`config.mk`:
```
export PLATFORM = sky130hd
export DESIGN_NAME = timer_array
export DESIGN_NICKNAME = d
export VERILOG_FILES = /design/src/rtl/timer_array.sv
export SDC_FILE = /design/constraint.sdc
export NUM_CORES = 1
export LEC_CHECK = 0
export BUFFER_PORTS_ARGS = -buffer_cell sky130_fd_sc_hd__buf_2
export CAP_MARGIN = 30
export CORE_MARGIN = 1
export CORE_UTILIZATION = 35
export CTS_CLUSTER_SIZE = 14
export DETAILED_ROUTE_END_ITERATION = 6
export MAX_ROUTING_LAYER = met4
export PLACE_DENSITY_LB_ADDON = 0.25
export SLEW_MARGIN = 10
export SYNTH_ARGS = -nofsm -noshare
export SYNTH_HDL_FRONTEND = slang
export SYNTH_SLANG_ARGS = --single-unit
```
`constraint.sdc`:
```
create_clock -name clk -period 1.8 [get_ports clk]
set_input_delay 0.27 -clock clk [delete_from_list [all_inputs] [get_ports clk]]
set_output_delay 0.27 -clock clk [all_outputs]
set_load 0.01 [all_outputs]
```
`src/rtl/timer_array.sv`:
```
// -----------------------------------------------------------------------------
// timer_array
//
// Bank of NUM_CH independent up-counting timers. Each channel has a two-state
// FSM (IDLE/RUN). A start loads the channel's terminal value and mode, and
// the counter then advances once per tick. Each channel raises half_trigger
// at the midpoint of its period and trigger at the end of its period.
// One-shot channels return to IDLE on their first wrap. Periodic channels
// keep running until they are stopped.
//
// Optional feature (macro TIMER_ARRAY_PRESCALE_EN):
//   A shared prescaler divides clk by (presc + 1) to form the tick. Without
//   the macro, the presc port and the prescaler do not exist and every clk
//   is a tick.
//
// Parameters
//   NUM_CH       number of channels (1..16)
//   WIDTH        per-channel counter width (2..32)
//   PRESC_WIDTH  shared prescaler width (used only with the macro)
//
// Ports
//   clk           rising-edge clock
//   rst_n         asynchronous active-low reset
//   count         per-channel terminal value, channel i at [i*WIDTH +: WIDTH]
//   start         per-channel start/restart request
//   stop          per-channel stop request (wins over start)
//   oneshot       per-channel mode latched at start: 1 = one-shot
//   presc         prescale divisor minus one (macro only)
//   busy          channel is in RUN
//   half_trigger  one-clk pulse at period midpoint
//   trigger       one-clk pulse at period end
// -----------------------------------------------------------------------------
module timer_array #(
  parameter int NUM_CH      = 2,
  parameter int WIDTH       = 16,
  parameter int PRESC_WIDTH = 8
) (
  input  logic                    clk,
  input  logic                    rst_n,
  input  logic [NUM_CH*WIDTH-1:0] count,
  input  logic [NUM_CH-1:0]       start,
  input  logic [NUM_CH-1:0]       stop,
  input  logic [NUM_CH-1:0]       oneshot,
`ifdef TIMER_ARRAY_PRESCALE_EN
  input  logic [PRESC_WIDTH-1:0]  presc,
`endif
  output logic [NUM_CH-1:0]       busy,
  output logic [NUM_CH-1:0]       half_trigger,
  output logic [NUM_CH-1:0]       trigger
);

  typedef enum logic {
    IDLE = 1'b0,
    RUN  = 1'b1
  } state_t;

  if (NUM_CH < 1 || NUM_CH > 16 || WIDTH < 2 || WIDTH > 32 || PRESC_WIDTH < 1) begin : g_param_check
    $error("timer_array: parameter out of range");
  end

  logic [NUM_CH-1:0] run_vec;  // one bit per channel, set while in RUN
  logic              tick;

`ifdef TIMER_ARRAY_PRESCALE_EN
  logic [PRESC_WIDTH-1:0] pcnt_q;

  assign tick = (pcnt_q == presc);

  // The prescaler is parked at 0 whenever the whole bank is idle. A start
  // from all-idle therefore sees its first tick presc+1 clocks later.
  always_ff @(posedge clk or negedge rst_n) begin
    if (!rst_n) begin
      pcnt_q <= '0;
    end else if (run_vec == '0) begin
      pcnt_q <= '0;
    end else if (tick) begin
      pcnt_q <= '0;
    end else begin
      pcnt_q <= pcnt_q + 1'b1;
    end
  end
`else
  assign tick = 1'b1;
`endif

  for (genvar gi = 0; gi < NUM_CH; gi++) begin : g_ch
    state_t            state_q;
    logic [WIDTH-1:0]  cntr_q;
    logic [WIDTH-1:0]  per_q;
    logic              mode_q;
    logic              trig_q;
    logic              half_q;

    always_ff @(posedge clk or negedge rst_n) begin
      if (!rst_n) begin
        state_q <= IDLE;
        cntr_q  <= '0;
        per_q   <= '0;
        mode_q  <= 1'b0;
        trig_q  <= 1'b0;
        half_q  <= 1'b0;
      end else begin
        // Pulses last exactly one cycle unless re-asserted below.
        trig_q <= 1'b0;
        half_q <= 1'b0;
        if (stop[gi]) begin
          state_q <= IDLE;
          cntr_q  <= '0;
        end else if (start[gi]) begin
          // Start or restart: no pulse on this edge, even when running.
          per_q   <= count[gi*WIDTH +: WIDTH];
          mode_q  <= oneshot[gi];
          cntr_q  <= '0;
          state_q <= RUN;
        end else if (state_q == RUN && tick) begin
          half_q <= (cntr_q == (per_q >> 1));
          if (cntr_q == per_q) begin
            cntr_q <= '0;
            trig_q <= 1'b1;
            // One-shot drops busy in the same cycle that trigger rises.
            if (mode_q) begin
              state_q <= IDLE;
            end
          end else begin
            cntr_q <= cntr_q + 1'b1;
          end
        end
      end
    end

    assign run_vec[gi]      = (state_q == RUN);
    assign busy[gi]         = (state_q == RUN);
    assign trigger[gi]      = trig_q;
    assign half_trigger[gi] = half_q;
  end

endmodule

```
After elaboration in Yosys (flattened, before gate mapping). Index checks and enable logic that the tools add are counted.

Bits in registers: 72. Input port bits: 40. Output and inout port bits: 6. Logic and storage cells: 56.

Add/sub/neg operators: 2. Equal/unequal tests: 4. Mux-type cells: 32. Bitwise logic cells: 2. Reduce and logical (&&, ||, !) cells: 4.

Operators with widths (count): $mux W16 (8); $add A16 B1 Y16 const B (2); $eq A16 B15 Y1 (2); $eq A16 B16 Y1 (2); $mux W1 (24); $reduce_bool A3 Y1 (2); $reduce_and A2 Y1 (2); $not A1 Y1 (2).

Longest topological paths before layout. Gate-level depths: netlist of run 1.

Word-level depth: 5. Mapped depth: 8. Depth with buffers taken out: 6.

Worst setup path after synthesis of run 1. No wires, ideal clock.

Kind: register to register. From: register g_ch[0].cntr_q[9]. To: register g_ch[0].cntr_q[9]. Library setup time: 0.129 ns. Arrival: 1.548 ns. Data required time: 1.671 ns. Path slack: 0.123 ns. Stages on the path, launching flop included: 9. Path buffers: 3. Clock period less this slack: 1.677 ns. Path through: dfrtp_1 > buf_6 > xor2_1 > nor4_2 > nand4_1 > buf_6 > buf_8 > a22oi_2 > o41ai_2.

Word-level cells in the longest chain between the ends: 5. Elaborated cells on any way between the ends: 6. Classes of those cells: 1 x add/sub; 1 x eq/ne; 4 x mux.

RTL lines: start, declared (RTL line 88) `logic [WIDTH-1:0] cntr_q;`; start signal, assigned (RTL line 125) `cntr_q <= cntr_q + 1'b1;`; $add A16 B1 Y16 or $eq A16 B16 Y1 (tied branches) (RTL line 125, 117); $mux W16 (*) (RTL line 117) `if (cntr_q == per_q) begin`; $mux W16 (*) (RTL line 115) `end else if (state_q == RUN && tick) begin`; $mux W16 (*) (RTL line 109) `end else if (start[gi]) begin`; $mux W16 (*) (RTL line 106) `if (stop[gi]) begin`.

Every way passes the cells marked *; elsewhere a longest branch is shown, timed or not. The select of a mux whose other input is x is not followed. A chain may end at the register's enable or synchronous reset.

Worst setup path after layout of run 1.
From: register g_ch[1].cntr_q[4]. To: register g_ch[1].cntr_q[2].

Word-level cells in the longest chain between the ends: 5.

RTL lines (RTL line): start, declared (88); start signal, assigned (125); $eq A16 B16 Y1 (117); $mux W16 (117); $mux W16 (115); $mux W16 (109); $mux W16 (106).

Every way passes these cells. The select of a mux whose other input is x is not followed.

==> results of run 1 <==
==> power by group through the flow <==
stage	clock [mW]	sequential [mW]	combinational [mW]
finish	1.64	1.86	0.621
floorplan	0	1.87	0.338
global route	1.76	1.88	0.683
CTS	1.68	1.86	0.606
global placement	0	1.89	0.581
detailed placement	0	1.89	0.586
==> logic make-up after synthesis <==
group	after synthesis	synth area share [%]
flip-flops	72	43.9
adder cells (fa/ha/maj)	2	0.609
XOR/XNOR	63	13.4
buffers and inverters	52	6.85
AO/OA/AOI/OAI	50	8.99
AND/OR/NAND/NOR	122	16.7
multiplexers	35	9.56
==> layout make-up <==
type	instances	area, µm²	area share, %
Clock buffer	10	229	4.37
Timing Repair Buffer	112	783	15.0
Clock inverter	6	45.0	0.860
Sequential cell	72	1800	34.4
Inverter	12	45.0	0.860
Tap cell	143	179	3.42
Multi-Input combinational cell	272	2160	41.2
==> worst paths after layout <==
path,endpoint,slack [ns],depth (start not counted)
worst max-delay path,g_ch[1].cntr_q[2]$_DFFE_PN0P_,-0.01,7
worst min-delay path,g_ch[0].state_q$_DFF_PN0_,0.16,2
worst max register to register,g_ch[1].cntr_q[2]$_DFFE_PN0P_,-0.01,7
worst min register to register,g_ch[1].mode_q$_DFFE_PN0P_,0.51,1
max in group asynchronous,g_ch[0].cntr_q[2]$_DFFE_PN0P_,0.74,3
min in group asynchronous,g_ch[1].cntr_q[12]$_DFFE_PN0P_,0.45,2
==> what timing repair did <==
action / 4_1_cts / 5_1_grt
endpoints found under the hold margin: 34 / 0
setup endpoints to repair: 3 / 34
pin swaps: 4 / 16
buffers inserted: 2 / 3
hold buffers: 1 / 0
resized for setup: 2 / 32
==> flip-flops by register name, indices dropped and copies added (netlist names) <==
signal,count
g_ch.mode_q,2
g_ch.cntr_q,32
g_ch.per_q,32
g_ch.trig_q,2
g_ch.half_q,2
g_ch.state_q,2
==> synth_stat cells, drive strengths merged <==
cell type | number | area, µm²
o211a | 1 | 10.0
and4 | 5 | 45.0
and2 | 4 | 25.0
buf | 34 | 213
nand4 | 28 | 175
inv | 12 | 45.0
o22ai | 5 | 31.3
o21ai | 6 | 30.0
nor2 | 6 | 22.5
o41ai | 1 | 16.3
a22oi | 2 | 20.0
dfrtp | 72 | 1800
nand2b | 3 | 18.8
nor4 | 10 | 75.1
a21oi | 3 | 15.0
mux2 | 34 | 383
nor3 | 8 | 40.0
a41oi | 2 | 17.5
a32o | 2 | 20.0
xnor2 | 27 | 236
o311ai | 12 | 105
nand2 | 33 | 124
nand4b | 1 | 8.76
nor2b | 2 | 12.5
mux2i | 1 | 10.0
nor3b | 4 | 35.0
and3 | 6 | 38.8
xor2 | 36 | 315
a31oi | 13 | 81.3
and2b | 1 | 8.76
or2 | 1 | 6.26
o31ai | 3 | 22.5
nand3 | 10 | 50.1
clkbuf | 6 | 23.8
ha | 2 | 25.0
==> metal layers <==
layer,global-route usage (%),up-vias
met4,4.32,0
li1,-,1590
met3,3.76,8
met2,25.2,120
met5,-,-
met1,27.4,1611
==> cell usage in the layout, fill, tap and decap left out, types with 3 or more instances in the layout <==
cell type   netlist  layout
o31ai_1           3       3
o311ai_1          8      10
buf_6             3       8
nor3_1            8       8
and2_1            4       4
mux2_2           34      34
o22ai_1           5       3
nor4_1            8       6
dfrtp_1          72      72
buf_2            23      44
xnor2_1          27      27
nand3_1          10      10
xor2_1           36      36
buf_4             6      57
and4_1            4       4
nand2_1          33      32
clkbuf_16         0       9
nand4_1          28      28
o21ai_0           6       5
nor3b_2           1       3
nor4_2            2       4
inv_1            12      12
a31oi_1          13       9
and3_1            5       4
clkinvlp_4        0       3
a31oi_4           0       3
nor2_1            6       6
a21oi_1           3       3
==> per-stage QoR <==
stage | power, mW | setup TNS, ns
final | 4.12 | -0.0281
after global routing | 4.33 | -1.15
after CTS | 4.15 | -0.00761
after detailed placement | 2.48 | 0
after global placement | 2.47 | 0
after floorplan | 2.21 | 0
==> flow_summary.toml, run 1 <==
[outcome]
outcome = "complete, but fails checks"
violations = "negative setup slack"

[route]
routed.top_layer = "met4"
ant_nets = 0
wl_um = 10200
drc = 0
viasPerCell = 5.31
wl_per_cell_um = 16.3
vias = 3329
drt_iter0_drc = 145
routed-wl-met3_um = 714
dr.pass1.iters = 4
wl_met1_um = 5010
routed-wl-met2_um = 4400

[global_routing]
antenna_found_initial = 0
grt_max_degree = 37
grt_pass1_wl_um = 16400
grt_usage_pct = 18.3
grt-ovfl-total = 0
grt_pass1_vias = 3203

[layout]
fin_nets = 521
area_delta_synth_final_pct = 27.5
stdcell_count = 627
fill_cells = 1140
diodes = 0
layout-drive-gt1-share_pct = 38.6
fin_area_mm2 = 0.00524
final_util_pct = 45.9

[pwr]
power_leakage_nw = 2.26
clkPwrFrac_pct = 39.7
combPwrFrac_pct = 15.1
seq_power_share_pct = 45.2
p_int_mw = 3.02
power_density_mw_per_mm2 = 786
p_sw_share_pct = 26.7
irDropWorstVdd_v = 0.000394
p_switching_mw = 1.10

[clocking]
cts-root-buf = "clkbuf_16"
clock_sinks = 72
cts_max_path_buffers = 2
tritoncts = "done"
clk_latency_ns = 0.33
cts.clk_slew.worst_paths_ns = 0.06
cts_made_buffers = 9
h-tree-depth = 3

[hold_path]
hp-class = "primary input to register"
hp-start = "stop[0]"

[floorplan]
io_pins = 46
die_h_um = 110
start_util_pct = 36.0
fp.coreArea_mm2 = 0.0114
dieArea_mm2 = 0.0122
rows = 39
die_width_um = 110

[flow_run]
drv_cap = 0

[worst_setup_path]
cpMaxStageDelayCell = "dfrtp_1"
cp_max_fo = 12
cp-end-kind = "register"
path_delay_family = "simple AND/OR/NAND/NOR gates"
r2r-start = "g_ch[1].cntr_q[4]$_DFFE_PN0P_"
slowest_delay_ns = 0.38
critPathLaunch = "g_ch[1].cntr_q[4]$_DFFE_PN0P_"
worst_ep_required_time_ns = 2.01
cp-start-kind = "register"
worst-path-buf-inv = 2
path_cells = "xor2_1 -> nor4_1 -> buf_4 -> nand4_1 -> buf_4 -> a31oi_1 -> mux2i_1"
crit_top_cell = "buf_4"
worst_ep_arrival_time_ns = 2.02
worst-setup-path-type = "register to register"

[placement]
port_buffers = 45
dp.final_hpwl_um = 7460
post_dp_cell_area_mm2 = 0.00475
dpl_worst_slack_ns = 0.0112
placed_cells = 605
place_congestion = 0.884

[timing]
hold_violations = 0
period_minus_slack_ns = 1.81
slew_headroom_pct = 67.1
tightestPinTransition_ns = 0.494
slew_viol_final = 0
clock_skew_ns = 0.00800
finalSetupViolCount = 3
rsz0062_at_grt = "yes"
post-route-period-util_pct = 101
fmax_ghz = 0.552
worst_slack_ns = -0.0130
whs_ns = 0.163

[synth]
netlist_area_mm2 = 0.00411
ys_types = 46
syn_area_per_cell_um2 = 10.4
syn_nets = 438
synthCells = 396
synth-seq-area-share_pct = 43.9
yosys_warnings = 0
ys_ff_latch = 72
No activity file was read; power rests on OpenSTA's default activity.
==> run 2: changes to the inputs <==
--- a/config.mk
+++ b/config.mk
@@ -13,6 +13,7 @@
 export DETAILED_ROUTE_END_ITERATION = 6
 export MAX_ROUTING_LAYER = met4
 export PLACE_DENSITY_LB_ADDON = 0.25
+export REMOVE_ABC_BUFFERS = 1
 export SLEW_MARGIN = 10
 export SYNTH_ARGS = -nofsm -noshare
 export SYNTH_HDL_FRONTEND = slang
==> run 2 against run 1 <==
The run still ends with negative setup slack left. Combinational power grew 14%. Die area unchanged. Via count increased by 1.7%. Worst hold slack worse by 0.0011 ns. Count of clock-buffer cells in the layout increased by 3. Critical endpoint is now g_ch[1].cntr_q[8]$_DFFE_PN0P_. Non-clock buffer count is 17 higher. Routed wire length up 1.5%. First-iteration DRC count is 9.0% lower. Total power grew 5.6%. Cell count increased by 2.7%.
==> flow_summary.toml, run 2 (synthesized netlist as in run 1, its figures left out) <==
[layout]
fin_area_mm2 = 0.00547
reg.largest.list = "g_ch.cntr_q x32, g_ch.per_q x32"
fin_nets = 538
area_delta_synth_final_pct = 33.1
final_common_cell = "buf_4"
diodes = 0
layout-drive-gt1-share_pct = 40.9
layout_common_cells = "buf_4 (73), dfrtp_1 (72), buf_2 (45)"
stdcell_count = 644

[worst_setup_path]
worst-setup-path-type = "register to register"
cp-end-kind = "register"
worst_ep_required_time_ns = 2.02
r2r-start = "g_ch[1].cntr_q[3]$_DFFE_PN0P_"
cp_max_fo = 6
r2r_setup_slack_ns = -0.01
worst_ep_arrival_time_ns = 2.04
cp-start-kind = "register"
worst-r2r-cell-count = 7
reg2reg_to = "g_ch[1].cntr_q[8]$_DFFE_PN0P_"

[hold_path]
worstHoldPathCells = 2
hp-class = "primary input to register"
hold_path_end = "g_ch[1].mode_q$_DFFE_PN0P_"
hp-start = "oneshot[1]"

[floorplan]
die_h_um = 110
die_width_um = 110
rows = 39
io_pins = 46
start_util_pct = 36.0
dieArea_mm2 = 0.0122
fp.coreArea_mm2 = 0.0114

[timing]
slew_headroom_pct = 66.4
post-route-period-util_pct = 101
period_minus_slack_ns = 1.81
clock_skew_ns = 0.00451
slew_viol_final = 0
tightestPinTransition_ns = 0.504
rsz0062_at_grt = "yes"
finalSetupViolCount = 3
fmax_ghz = 0.551
worst_slack_ns = -0.0140
hold_violations = 0

[placement]
placed_cells = 617
dp.final_hpwl_um = 7490
place_congestion = 0.887
post_dp_cell_area_mm2 = 0.00487
port_buffers = 45

[clocking]
clk_latency_ns = 0.34
h-tree-depth = 3
tritoncts = "done"
cts-root-buf = "clkbuf_16"
clock_sinks = 72
cts_made_buffers = 9
cts.clk_slew.worst_paths_ns = 0.06
cts_max_path_buffers = 2

[pwr]
irDropWorstVdd_v = 0.000497
power_leakage_nw = 2.39
power_density_mw_per_mm2 = 796

[route]
wl_um = 10400
wl_per_cell_um = 16.1
ant_nets = 0
drc = 0
vias = 3386
dr.pass1.iters = 4
viasPerCell = 5.26
drt_iter0_drc = 132

[global_routing]
grt_max_degree = 30
grt-ovfl-total = 0
antenna_found_initial = 0
grt_pass1_wl_um = 16300
grt_usage_pct = 18.4
grt_pass1_vias = 3211

[outcome]
violations = "negative setup slack"
outcome = "complete, but fails checks"

[flow_run]
drv_cap = 0
-- run 2: report_power, final --
group | internal (mW) | switching [mW]
clock network | 1.14 | 0.659
logic | 0.395 | 0.313
registers | 1.74 | 0.0988
total | 3.28 | 1.07
-- run 2: timing repair --
action | in CTS | in global routing
hold buffers | 1 | 0
resized for setup | 8 | 30
hold endpoints to repair | 16 | 0
setup endpoints to repair | 21 | 29
cloned | 0 | 1
pin swaps | 3 | 21
setup buffers | 2 | 7
-- run 2: stage by stage --
stage | setup TNS (ns) | hold slack, ns | setup WS, ns | power [mW] | utilization [%]
after floorplan | -13.07 | -0.0256 | -0.750 | 2.19 | -
after global placement | -3.74 | 0.266 | -0.254 | 2.53 | 42.6
after detailed placement | -4.55 | 0.257 | -0.308 | 2.54 | 42.6
after CTS | 0 | 0.137 | 0.00627 | 4.37 | 45.8
after global routing | -1.82 | 0.158 | -0.127 | 4.54 | 47.9
final | -0.0216 | 0.162 | -0.0140 | 4.35 | 47.9
-- run 2: worst max path at each step --
| stage | from | to | depth (start not counted) |
|---|---|---|---|
| finish | g_ch[1].cntr_q[3]$_DFFE_PN0P_ | g_ch[1].cntr_q[8]$_DFFE_PN0P_ | 7 |
| global route | g_ch[0].per_q[9]$_DFFE_PN0P_ | g_ch[0].state_q$_DFF_PN0_ | 7 |
| CTS | g_ch[1].cntr_q[6]$_DFFE_PN0P_ | g_ch[1].state_q$_DFF_PN0_ | 7 |
| detailed placement | g_ch[1].cntr_q[3]$_DFFE_PN0P_ | g_ch[1].state_q$_DFF_PN0_ | 6 |
| global placement | g_ch[1].cntr_q[3]$_DFFE_PN0P_ | g_ch[1].cntr_q[14]$_DFFE_PN0P_ | 6 |
| floorplan | g_ch[0].state_q$_DFF_PN0_ | g_ch[0].cntr_q[3]$_DFFE_PN0P_ | 3 |
-- run 2: cell type report --
type                    instances  area, µm²
fillers                      1090       5950
multi-input cells             272       2200
flip-flops and latches         72       1800
repair buffers                129        945
clock buffers                  13        260
well taps                     143        179
inverters                      12       45.0
clock inverters                 3       40.0
-- run 2: routing by layer --
metal  track usage [%]  routed length, µm
met5                 -                  0
met4              8.27                216
met3              2.76                483
met2              24.9               4360
met1              26.8               5320
-- run 2: critical path: stages, from the launching register on --
cell	delay, ns
dfrtp_1	0.41
xor2_1	0.17
nor4_2	0.41
nand4_1	0.16
buf_6	0.18
clkbuf_16	0.16
a31oi_4	0.14
a21oi_2	0.07
